--- src/rtl/if_id_skid_stage.sv ---
// -----------------------------------------------------------------------------
// if_id_skid_stage
//
// Pipeline boundary between instruction fetch and decode. Each fetched
// instruction is captured together with its PC and PC+PC_INC into a 2-entry
// skid buffer (head + skid). Decode always sees registered outputs: either a
// valid head entry or a NOP bubble. A taken branch (pcSrc) flushes every
// buffered wrong-path entry and drops any instruction offered that cycle.
//
// Ports:
//   inp_clk         in   system clock, rising edge
//   inp_rst_n       in   asynchronous active-low reset
//   if_valid        in   fetch offers an instruction this cycle
//   if_instruction  in   fetched instruction   [DATA_W]
//   if_pc           in   address of the fetched instruction [ADDR_W]
//   if_ready        out  stage can accept (registered)
//   pcSrc           in   taken branch / redirect, flushes the stage
//   id_valid        out  head entry valid toward decode
//   id_instruction  out  head instruction, NOP_INSTR when id_valid=0
//   id_pc           out  head PC
//   id_pc_next      out  head PC + PC_INC (mod 2^ADDR_W)
//   id_ready        in   decode consumes the head this cycle
//
// Optional feature (macro IF_ID_PERF_CNT_EN):
//   perf_issued     out  saturating count of instructions handed to decode
//   perf_flushed    out  saturating count of instructions dropped by flushes
// -----------------------------------------------------------------------------
module if_id_skid_stage #(
    parameter int              DATA_W    = 16,
    parameter int              ADDR_W    = 16,
    parameter int              PC_INC    = 1,
    parameter logic [DATA_W-1:0] NOP_INSTR = '0
) (
    input  logic              inp_clk,
    input  logic              inp_rst_n,
    input  logic              if_valid,
    input  logic [DATA_W-1:0] if_instruction,
    input  logic [ADDR_W-1:0] if_pc,
    output logic              if_ready,
    input  logic              pcSrc,
    output logic              id_valid,
    output logic [DATA_W-1:0] id_instruction,
    output logic [ADDR_W-1:0] id_pc,
    output logic [ADDR_W-1:0] id_pc_next,
    input  logic              id_ready
`ifdef IF_ID_PERF_CNT_EN
    ,
    output logic [31:0]       perf_issued,
    output logic [31:0]       perf_flushed
`endif
);

    typedef struct packed {
        logic [DATA_W-1:0] instr;
        logic [ADDR_W-1:0] pc;
        logic [ADDR_W-1:0] pc_next;
    } entry_t;

    localparam logic [1:0] CNT_EMPTY = 2'd0;
    localparam logic [1:0] CNT_ONE   = 2'd1;
    localparam logic [1:0] CNT_FULL  = 2'd2;

    entry_t     head_q, head_d;
    entry_t     skid_q, skid_d;
    logic [1:0] count_q, count_d;
    logic       if_ready_q, if_ready_d;

    logic       push;
    logic       pop;
    entry_t     new_entry;

    // Outputs come straight from registers; no input reaches them combinationally.
    assign id_valid       = (count_q != CNT_EMPTY);
    assign id_instruction = id_valid ? head_q.instr : NOP_INSTR;
    assign id_pc          = head_q.pc;
    assign id_pc_next     = head_q.pc_next;
    assign if_ready       = if_ready_q;

    assign push = if_valid & if_ready_q;
    assign pop  = id_valid & id_ready;

    // pc_next is formed at capture so decode never waits on the adder.
    assign new_entry.instr   = if_instruction;
    assign new_entry.pc      = if_pc;
    assign new_entry.pc_next = if_pc + ADDR_W'(PC_INC);

    always_comb begin
        head_d  = head_q;
        skid_d  = skid_q;
        count_d = count_q;

        if (pcSrc) begin
            // Flush wins over everything; a same-cycle pop was still taken by decode.
            count_d = CNT_EMPTY;
        end else begin
            unique case (count_q)
                CNT_EMPTY: begin
                    if (push) begin
                        head_d  = new_entry;
                        count_d = CNT_ONE;
                    end
                end
                CNT_ONE: begin
                    if (push && pop) begin
                        head_d = new_entry;
                    end else if (push) begin
                        skid_d  = new_entry;
                        count_d = CNT_FULL;
                    end else if (pop) begin
                        count_d = CNT_EMPTY;
                    end
                end
                CNT_FULL: begin
                    // if_ready is low here, so only a pop can happen.
                    if (pop) begin
                        head_d  = skid_q;
                        count_d = CNT_ONE;
                    end
                end
                default: begin
                    count_d = CNT_EMPTY;
                end
            endcase
        end

        if_ready_d = (count_d != CNT_FULL);
    end

    always_ff @(posedge inp_clk or negedge inp_rst_n) begin
        if (!inp_rst_n) begin
            head_q     <= '0;
            skid_q     <= '0;
            count_q    <= CNT_EMPTY;
            if_ready_q <= 1'b1;
        end else begin
            head_q     <= head_d;
            skid_q     <= skid_d;
            count_q    <= count_d;
            if_ready_q <= if_ready_d;
        end
    end

`ifdef IF_ID_PERF_CNT_EN
    function automatic logic [31:0] sat_add(input logic [31:0] a, input logic [1:0] b);
        logic [32:0] s;
        s = {1'b0, a} + {31'b0, b};
        return s[32] ? 32'hFFFF_FFFF : s[31:0];
    endfunction

    logic [31:0] perf_issued_q, perf_issued_d;
    logic [31:0] perf_flushed_q, perf_flushed_d;
    logic [1:0]  flush_drop;

    // Dropped = buffered entries not consumed this cycle, plus the instruction
    // fetch offered on the wrong path (if_ready is low when FULL, but that
    // offered instruction is still lost to the redirect).
    assign flush_drop = count_q - {1'b0, pop} + {1'b0, if_valid};

    always_comb begin
        perf_issued_d  = pop   ? sat_add(perf_issued_q, 2'd1)        : perf_issued_q;
        perf_flushed_d = pcSrc ? sat_add(perf_flushed_q, flush_drop) : perf_flushed_q;
    end

    always_ff @(posedge inp_clk or negedge inp_rst_n) begin
        if (!inp_rst_n) begin
            perf_issued_q  <= '0;
            perf_flushed_q <= '0;
        end else begin
            perf_issued_q  <= perf_issued_d;
            perf_flushed_q <= perf_flushed_d;
        end
    end

    assign perf_issued  = perf_issued_q;
    assign perf_flushed = perf_flushed_q;
`endif

endmodule
--- config.mk ---
export PLATFORM = sky130hd
export DESIGN_NAME = if_id_skid_stage
export DESIGN_NICKNAME = d
export VERILOG_FILES = /design/src/rtl/if_id_skid_stage.sv
export SDC_FILE = /design/constraint.sdc
export NUM_CORES = 1
export LEC_CHECK = 0
export CORE_MARGIN = 2
export CORE_UTILIZATION = 48
export CTS_CLUSTER_DIAMETER = 80
export CTS_CLUSTER_SIZE = 20
export DETAILED_ROUTE_END_ITERATION = 7
export GPL_ROUTABILITY_DRIVEN = 0
export PLACE_DENSITY = 0.79
export SYNTH_ARGS = -nofsm -noshare
export SYNTH_HDL_FRONTEND = slang
export SYNTH_SLANG_ARGS = --single-unit
--- constraint.sdc ---
create_clock -name inp_clk -period 1.6 [get_ports inp_clk]
set_clock_uncertainty 0.05 [all_clocks]
set_input_delay 0.32 -clock inp_clk [delete_from_list [all_inputs] [get_ports inp_clk]]
set_output_delay 0.32 -clock inp_clk [all_outputs]
set_load 0.01 [all_outputs]
==> metrics.yaml, run 1 <==
cts_sinks: 99
antenna_found_initial: 0
clock.fmax_mhz: 547.1
synth_top_family_by_area: "multiplexers"
grt_pass1_vias: 3997
place_hpwl_um: 8198
synthSimpleGateAreaFrac_pct: 10.98
route.detailed.drc: 0
final_core_util_pct: 64.72
cts-root-buf: "clkbuf_8"
drt-pass1-iter-count: 5
crit_path_cell_trace: "buf_6 -> and3b_2 -> a22oi_2 -> buf_6 -> or2_4 -> buf_8 -> buf_6 -> o21ai_1"
final.min_clock_period_ns: 1.828
nets: 605
slew_headroom_pct: 69.44
synthAdderAreaFrac_pct: 0.2519
path_common_cell: "buf_6"
synth_xor_area_share_pct: 1.587
insertion_delay_ns: 0.36
timing.hold.ws_ns: 0.3072
ys_seq_area_share_pct: 49.90
grt.total_usage_pct: 23.13
placed_area_mm2: 0.006073
syn_to_final_growth_pct: 32.70
diodes: 0
dp_cells: 680
final_cell_mix: "dfrtp_1 (97), o21ai_0 (51), buf_4 (46)"
cap_violations: 0
synth-compound-area-share_pct: 13.98
vias_per_cell: 5.701
drt-total-wl_um: 12990
fp.dieH_um: 105.7
num_rows: 37
synth_top_area_share_pct: 49.37
cts_buffers: 9
final_area_mm2: 0.006591
htree_levels: 3
pwr_density_cell_mw_per_mm2: 1050
synth_area_per_cell_um2: 10.68
peakVddDrop_uv: 448.6
hold_path.class: "in2async"
overflow: 0
synth_largest_area_cell: "dfrtp_1"
wl_per_cell_um: 18.40
synthMuxAreaShare_pct: 14.41
syn-num-nets: 503
violations: "negative setup slack"
rsz0062_at_grt: "true"
clk_pin_slew_ns: 0.10
p_leak_nw: 2.995
critical_path_required_ns: 1.84
clockBufferDepth: 2
core_area_mm2: 0.01018
start_util_pct: 48.77
endpoint_kind: "flip-flop"
setup_tns_ns: -16.99
synthFlopType: "dfrtp_1"
netlist_area_mm2: 0.004967
crit_fanout: 6
drt_iter0_markers: 281
cts_tree: "done"
cp-start-kind: "flip-flop"
setup_viol: 113
ioPinCount: 87
layout_setup_ws_ns: -0.2278
critical_path_class: "reg2reg"
async_reset_ff_share_pct: 100.0
dieArea_mm2: 0.01118
dr_total_vias: 4025
synth_edf_count: 0
slowest_delay_ns: 0.44
status: "complete, but fails checks"
grt_pass1_wl_um: 20460
mostFrequentLayoutCell: "dfrtp_1"
grt_max_degree: 43
ys_types: 44
post-route-period-util_pct: 114.2
io_buffer_count: 86
hold_viol_final: 0
slowest_stage: "dfrtp_1"
layout-drive-gt1-share_pct: 31.23
ant_nets: 0
cp.arrival_ns: 2.07
netlist_instances: 465
synth.area.top_cells: "dfrtp_1 (49%), mux2_2 (7.3%), mux2i_1 (6.2%), o21ai_0 (5.3%), buf_4 (5.0%)"
die_w_um: 105.7
yosys_warnings: 0
worst_slew_pin_slew_ns: 0.4542
final_cells: 706
ys_seq_elements: 99
maxSlewViolCount: 0
-- per-layer routing --
layer  GRT usage [%]  wire length [um]  vias to the layer above  part of all wire (%)
met4           10.34               364                        0                   2.8
met3           3.030               826                       31                   6.4
li1                -                 -                     1803                     -
met1           30.65              5324                     2021                    41
met2           38.02              6472                      170                    50
met5               0                 0                        -                     0
-- cell usage after synthesis (3+ instances only) --
master / count
a21oi_1: 8
buf_2: 20
buf_4: 33
buf_6: 3
clkbuf_1: 8
dfrtp_1: 98
inv_1: 8
mux2_1: 4
mux2_2: 32
mux2i_1: 31
nand2_1: 27
nand2b_1: 3
nand3_1: 5
nor2_1: 11
nor2b_1: 16
nor3_1: 7
nor4_1: 3
nor4_2: 3
o211ai_1: 4
o21ai_0: 53
o21ai_1: 43
o31a_1: 3
o31ai_1: 4
or3_1: 7
xnor2_1: 7
-- where the power goes --
part	internal, mW	total [mW]	switching, mW
clock	0.910	1.75	0.839
combinational	0.923	1.75	0.827
sequential	3.10	3.42	0.320
total	4.93	6.92	1.99
-- critical path: cells and delay by family (launching register included) --
kind / cells / cell delay [ns]
AOI/OAI and AO/OA: 2 / 0.20
DFF: 1 / 0.44
and+or+nand+nor: 2 / 0.51
buffers and inverters: 4 / 0.56
-- logic make-up after synthesis --
| kind of cell | count (synthesis) |
|---|---|
| flops | 99 |
| xor+xnor | 9 |
| buf+inv | 72 |
| simple gates | 92 |
| fa+ha+maj | 1 |
| mux | 67 |
| compound gates | 125 |
-- cell type report --
class                           count  area (um2)
Tap cell                          136       170.2
Multi-Input combinational cell    294        2251
Sequential cell                    99        2480
Timing Repair Buffer              155        1446
Clock buffer                       10       137.6
Inverter                            8       30.03
Clock inverter                      4       76.32
Fill cell                         776        3593
-- metrics by stage --
stage	setup WS [ns]	total power, mW
2_1_floorplan	0.002639	4.454
3_3_place_gp	-0.5220	5.053
3_5_place_dp	-0.5594	5.153
4_1_cts	-0.1418	6.851
5_1_grt	-0.2640	7.261
6_report	-0.2278	6.918
-- registers in the layout, summed over array words and instances (netlist names) --
signal	flops
count_q	2
id_pc_next	16
skid_q	48
id_pc	16
if_ready	1
head_q	16
-- path summary, 6_finish.rpt --
check / start / to / slack (ns) / cells past startpoint
worst max-delay path: count_q[1]$_DFF_PN0_ / head_q[41]$_DFFE_PN0P_ / -0.23 / 8
worst min-delay path: inp_rst_n / head_q[41]$_DFFE_PN0P_ / 0.31 / 2
worst max register to register: count_q[1]$_DFF_PN0_ / head_q[41]$_DFFE_PN0P_ / -0.23 / 8
worst min register to register: skid_q[12]$_DFFE_PN0P_ / skid_q[12]$_DFFE_PN0P_ / 0.45 / 2
max in group asynchronous: inp_rst_n / id_pc[13]$_DFFE_PN0P_ / 0.66 / 3
min in group inp_clk: skid_q[12]$_DFFE_PN0P_ / skid_q[12]$_DFFE_PN0P_ / 0.45 / 2
-- repair_timing --
item / 4_1_cts / 5_1_grt
pin swaps: 14 / 4
endpoints found under the setup margin: 136 / 114
hold buffers: 1 / 0
hold endpoints to repair: 35 / 0
setup buffers: 6 / 2
cloned: 3 / 1
gates resized for setup: 153 / 26
No activity file was read; power rests on OpenSTA's default activity.
==> run 2, diff against run 1 <==
--- a/config.mk
+++ b/config.mk
@@ -12,6 +12,7 @@
 export DETAILED_ROUTE_END_ITERATION = 7
 export GPL_ROUTABILITY_DRIVEN = 0
 export PLACE_DENSITY = 0.79
+export SETUP_SLACK_MARGIN = 0.05
 export SYNTH_ARGS = -nofsm -noshare
 export SYNTH_HDL_FRONTEND = slang
 export SYNTH_SLANG_ARGS = --single-unit
==> run 2 against run 1 <==
Global-route usage grew 0.89 points. Cell count up 1.6%. Largest power group unchanged. Sequential power about the same. The flow still finishes with violations (negative setup slack).
==> metrics.yaml, run 2 (same netlist as run 1, synthesis figures left out) <==
final.min_clock_period_ns: 1.851
final_cell_mix: "dfrtp_1 (98), buf_4 (48), dlygate4sd2_1 (36)"
layout-drive-gt1-share_pct: 37.69
cp-start-kind: "flip-flop"
setup_viol: 113
cp_num_buf_inv: 3
fp.dieH_um: 105.7
violations: "negative setup slack"
layout_setup_ws_ns: -0.2507
grt.total_usage_pct: 24.02
drt_iter0_markers: 326
largest_register_ffs: 48
slew_headroom_pct: 54.06
setup.worst_path.start: "count_q[1]$_DFF_PN0_"
nets: 614
crit_path_cell_trace: "buf_6 -> and3b_2 -> a22oi_2 -> buf_6 -> nor2_4 -> buf_12 -> mux2_4"
regArea_mm2: 0.002479
syn_to_final_growth_pct: 39.72
clockBufferDepth: 2
crit_fanout: 5
peakVddDrop_uv: 523.9
grt_pass1_wl_um: 21020
r2r_start: "count_q[1]$_DFF_PN0_"
rsz0062_at_grt: "true"
critical_path_class: "reg2reg"
regMostFlops: "skid_q"
drt-pass1-iter-count: 5
dr_total_vias: 4060
hold_viol_final: 0
core_area_mm2: 0.01018
drt-total-wl_um: 14050
endpoint_kind: "flip-flop"
vias_per_cell: 5.662
start_util_pct: 48.77
antenna_found_initial: 0
ioPinCount: 87
route.detailed.drc: 0
insertion_delay_ns: 0.37
dieArea_mm2: 0.01118
slowest_stage: "dfrtp_1"
clock.fmax_mhz: 540.3
overflow: 0
cts_buffers: 9
grt_pass1_vias: 4083
num-fill-cells: 723
power_mw: 7.040
post-route-period-util_pct: 115.7
setup_tns_ns: -20.79
cts-root-buf: "clkbuf_8"
cp.arrival_ns: 2.06
io_buffer_count: 86
place_hpwl_um: 8142
wl_per_cell_um: 19.59
crit_family: "buffers and inverters"
pwr_density_cell_mw_per_mm2: 1014
slowest_delay_ns: 0.42
p_leak_nw: 3.176
worst_slew_pin_slew_ns: 0.6827
hold_path.class: "in2async"
mostFrequentLayoutCell: "dfrtp_1"
multi_input_area_mm2: 0.002421
maxSlewViolCount: 0
cts_tree: "done"
htree_levels: 3
grt_max_degree: 40
cts_sinks: 99
clk_pin_slew_ns: 0.11
path_common_cell: "buf_6"
critical_path_required_ns: 1.81
cap_violations: 0
die_w_um: 105.7
diodes: 0
num_rows: 37
status: "complete, but fails checks"
ant_nets: 0
==> run 2: timing repair <==
item                                    in CTS  in global routing
endpoints found under the hold margin       18                  0
endpoints found under the setup margin     139                113
hold buffers                                 1                  0
pin swaps                                    7                 22
resized for setup                          178                 71
cloned                                       6                  3
setup buffers                                9                  7
==> run 2: area by class of cell <==
cell class                 count  area share, %
clock buffer                  12          1.947
clock inverter                 4         0.7391
inverter                       8         0.4327
multi-input combinational    295          34.88
sequential                    99          35.71
tap                          136          2.452
timing repair buffer         163          23.83
==> run 2: report_power, final <==
part,internal (mW),switching [mW],leakage [nW]
clock,0.727,0.888,0.0906
sequential,3.10,0.332,1.22
combinational,1.07,0.927,1.86
total,4.89,2.15,3.18
==> run 2: per-layer routing <==
| metal | GRT usage (%) | vias to the layer above | part of all wire [%] | routed length (um) |
|---|---|---|---|---|
| met3 | 4.453 | 49 | 6.6 | 922 |
| met4 | 8.647 | 0 | 3.4 | 471 |
| li1 | - | 1827 | - | - |
| met2 | 40.65 | 190 | 50 | 7075 |
| met5 | 0 | - | 0 | 0 |
| met1 | 30.88 | 1994 | 40 | 5578 |
==> run 2: metrics by stage <==
stage	cell area, um2	hold WS, ns	util, %	setup slack (ns)	cells
detailed placement	6066	0.1865	59.56	-0.4955	678
floorplan	5006	-0.02559	-	0.01014	465
finish	6940	0.3259	68.15	-0.2507	717
CTS	6604	0.3351	64.84	-0.1758	710
global placement	6066	0.1847	59.56	-0.4519	678
global route	6940	0.3454	68.15	-0.2681	717
==> run 2: final timing paths <==
path | end | slack, ns | cells past startpoint
hold / removal | count_q[1]$_DFF_PN0_ | 0.33 | 2
setup / recovery | id_pc_next[0]$_DFFE_PN0P_ | -0.25 | 7
setup reg to reg | id_pc_next[0]$_DFFE_PN0P_ | -0.25 | 7
max in group asynchronous | id_pc_next[7]$_DFFE_PN0P_ | 0.63 | 3
min in group inp_clk | skid_q[17]$_DFFE_PN0P_ | 0.44 | 3
hold reg to reg | id_pc[3]$_DFFE_PN0P_ | 0.44 | 2
==> run 2: worst register-to-register path, delay by kind of cell (launching register included) <==
| kind | cells | cell delay [ns] |
|---|---|---|
| AO/OA/AOI/OAI | 1 | 0.27 |
| flip-flops | 1 | 0.42 |
| buffers and inverters | 3 | 0.44 |
| AND/OR/NAND/NOR | 2 | 0.27 |
| multiplexers | 1 | 0.29 |
==> run 3, diff against run 2 <==
--- a/config.mk
+++ b/config.mk
@@ -5,13 +5,15 @@
 export SDC_FILE = /design/constraint.sdc
 export NUM_CORES = 1
 export LEC_CHECK = 0
+export ABC_AREA = 1
+export CORE_ASPECT_RATIO = 1.75
 export CORE_MARGIN = 2
 export CORE_UTILIZATION = 48
 export CTS_CLUSTER_DIAMETER = 80
 export CTS_CLUSTER_SIZE = 20
 export DETAILED_ROUTE_END_ITERATION = 7
 export GPL_ROUTABILITY_DRIVEN = 0
-export PLACE_DENSITY = 0.79
+export PLACE_DENSITY = 0.78
 export SETUP_SLACK_MARGIN = 0.05
 export SYNTH_ARGS = -nofsm -noshare
 export SYNTH_HDL_FRONTEND = slang
==> run 3 against run 2 <==
The run still ends with negative setup slack left. Fmax rose by 4.1%. Hold slack gained 0.018 ns. Total power up 15%. Via count grew 24%. Cell area up 8.2%. Count of clock-buffer cells in the layout shrank 1.
==> metrics.yaml, run 3 <==
num-fill-cells: 657
crit_family: "flip-flops"
crit_path_cell_trace: "nor2_4 -> buf_12 -> buf_12 -> nor2_1 -> buf_2"
p_sw_share_pct: 30.98
hold_path.class: "in2async"
clkPwrFrac_pct: 29.5
final_cell_mix: "nand2_1 (160), dfrtp_1 (98), inv_1 (71)"
place_hpwl_um: 9139
diodes: 0
clk_pin_slew_ns: 0.07
cp-start-kind: "flip-flop"
cp_num_buf_inv: 3
worst_slew_pin_slew_ns: 0.3553
status: "complete, but fails checks"
ant_nets: 0
slew_headroom_pct: 76.06
crit_fanout: 7
syn-num-nets: 685
cts-root-buf: "clkbuf_16"
regMostFlops: "skid_q"
synth.area.top_cells: "dfrtp_1 (49%), nand2_1 (15%), o21ai_0 (6.2%), buf_4 (5.7%), inv_1 (5.5%)"
slowest_stage: "dfrtp_1"
p_int_mw: 5.596
drt-pass1-iter-count: 5
cts_buffers: 9
die_w_um: 81.19
seq_power_share_pct: 42.6
slowest_delay_ns: 0.43
p_leak_nw: 3.783
antenna_found_initial: 0
post-route-period-util_pct: 111.1
fp.dieH_um: 139.1
mostFrequentLayoutCell: "nand2_1"
synth_top_area_share_pct: 49.00
p_comb_share_pct: 27.9
placed_area_mm2: 0.006158
synthFlopType: "dfrtp_1"
grt_pass1_vias: 4846
syn_to_final_growth_pct: 50.05
core_area_mm2: 0.01024
critical_path_class: "reg2out"
violations: "negative setup slack"
yosysMostFrequentCell: "nand2_1"
pwr_density_cell_mw_per_mm2: 1080
overflow: 0
power.switching_mw: 2.512
insertion_delay_ns: 0.35
synth_largest_area_cell: "dfrtp_1"
ys_types: 25
setup_viol: 99
yosys_warnings: 0
wl_per_cell_um: 18.03
num_rows: 49
hold_viol_final: 0
ys_seq_elements: 99
synth_common_cells: "nand2_1 (205), dfrtp_1 (98), inv_1 (73), o21ai_0 (62), nor2_1 (55)"
grt_pass1_wl_um: 22230
htree_levels: 3
netlist_area_mm2: 0.005005
critical_path_required_ns: 1.23
async_reset_ff_share_pct: 100.0
timing.hold.ws_ns: 0.3444
synth_area_per_cell_um2: 7.735
grt_max_degree: 34
final.min_clock_period_ns: 1.777
dr_total_vias: 5017
peakVddDrop_uv: 767.9
io_buffer_count: 86
maxSlewViolCount: 0
nets: 808
layout-drive-gt1-share_pct: 29.81
layout_setup_ws_ns: -0.1771
clock.fmax_mhz: 562.7
endpoint_kind: "output pin"
cts_tree: "done"
start_util_pct: 48.88
cap_violations: 0
netlist_instances: 647
final_area_mm2: 0.007510
vias_per_cell: 5.562
path_common_cell: "buf_12"
drt-total-wl_um: 16270
cts_sinks: 99
synth_edf_count: 0
grt.total_usage_pct: 25.68
rsz0062_at_grt: "true"
ys_seq_area_share_pct: 49.53
route.detailed.drc: 0
ioPinCount: 87
dieArea_mm2: 0.01129
drt_iter0_markers: 389
cp.arrival_ns: 1.41
clockBufferDepth: 2
largest_register_ffs: 48
[run 3: cell types whose count changed in the layout (fill, tap and decap cells not counted), sizes merged, moves of 17 or more]
cell and delta:
nand3 +20, mux2i -31, nor2 +47, nand2 +178, mux2 -36, nor2b -17, inv +69
[run 3: timing repair]
item,4_1_cts,5_1_grt
hold buffers,1,0
gates cloned,5,10
setup buffers,10,11
endpoints found under the setup margin,134,113
pin swaps,5,15
resized for setup,129,209
hold endpoints to repair,10,0
[run 3: cell type report]
| cell class | instances | area [um2] | area share [%] |
|---|---|---|---|
| tap | 127 | 158.9 | 2.116 |
| clock inverter | 5 | 85.08 | 1.133 |
| timing repair buffer | 172 | 1931 | 25.71 |
| timing repair inverter | 1 | 16.27 | 0.2166 |
| sequential | 99 | 2479 | 33.01 |
| clock buffer | 11 | 242.7 | 3.232 |
| inverter | 76 | 321.6 | 4.282 |
| multi-input combinational | 411 | 2276 | 30.31 |
[run 3: power by group through the flow]
stage | registers (mW) | clock network [mW] | logic, mW
2_1_floorplan | 3.37 | 0 | 1.18
3_3_place_gp | 3.42 | 0 | 1.78
3_5_place_dp | 3.45 | 0 | 1.85
4_1_cts | 3.41 | 2.42 | 1.85
5_1_grt | 3.51 | 2.53 | 2.45
6_report | 3.45 | 2.39 | 2.26
[run 3: path summary, 6_finish.rpt]
| check | slack (ns) | start | cells after the start | endpoint |
|---|---|---|---|---|
| min reg2reg | 0.43 | id_pc_next[6]$_DFFE_PN0P_ | 2 | id_pc_next[6]$_DFFE_PN0P_ |
| max reg2reg | -0.17 | if_ready$_DFF_PN1_ | 9 | head_q[32]$_DFFE_PN0P_ |
| max in group asynchronous | 0.63 | inp_rst_n | 3 | skid_q[40]$_DFFE_PN0P_ |
| min | 0.34 | inp_rst_n | 2 | skid_q[2]$_DFFE_PN0P_ |
| min in group inp_clk | 0.36 | if_pc[11] | 3 | skid_q[27]$_DFFE_PN0P_ |
| max | -0.18 | count_q[0]$_DFF_PN0_ | 5 | id_instruction[8] |
[run 3: cell families (layout without fill, tap and decap cells)]
| logic type | Yosys count | in the layout | synth area share (%) |
|---|---|---|---|
| flip-flops | 99 | 99 | 49.53 |
| AND/OR/NAND/NOR | 296 | 296 | 23.68 |
| AO/OA/AOI/OAI | 109 | 109 | 12.15 |
| adder cells (fa/ha/maj) | 1 | 1 | 0.2500 |
| buffers and inverters | 137 | 265 | 13.53 |
| XOR/XNOR | 5 | 5 | 0.8752 |
[run 3: worst register-to-register path, stage by stage, from the launching register on]
cell	delay [ns]
dfstp_2	0.54
nand2_1	0.11
o21ai_1	0.18
inv_1	0.10
nor2_4	0.13
buf_12	0.16
buf_12	0.12
buf_8	0.13
nand2_1	0.07
o21ai_1	0.10
[run 3: stage by stage]
step | std cells | setup WS, ns | setup TNS [ns] | total power, mW | utilization (%)
after global placement | 855 | -0.3393 | -25.49 | 5.206 | 60.15
after floorplan | 647 | 0.05004 | 0 | 4.549 | -
after detailed placement | 855 | -0.4100 | -27.53 | 5.307 | 60.15
after global routing | 902 | -0.2854 | -18.73 | 8.496 | 73.35
final | 902 | -0.1771 | -9.701 | 8.108 | 73.35
after CTS | 887 | -0.1742 | -8.627 | 7.679 | 65.55
[run 3: layer usage]
metal	wire, um	GRT usage, %	vias up
met3	1037	4.362	87
met1	5324	27.39	2397
met5	0	0	-
met4	1061	16.24	0
li1	-	-	2249
met2	8843	45.15	284
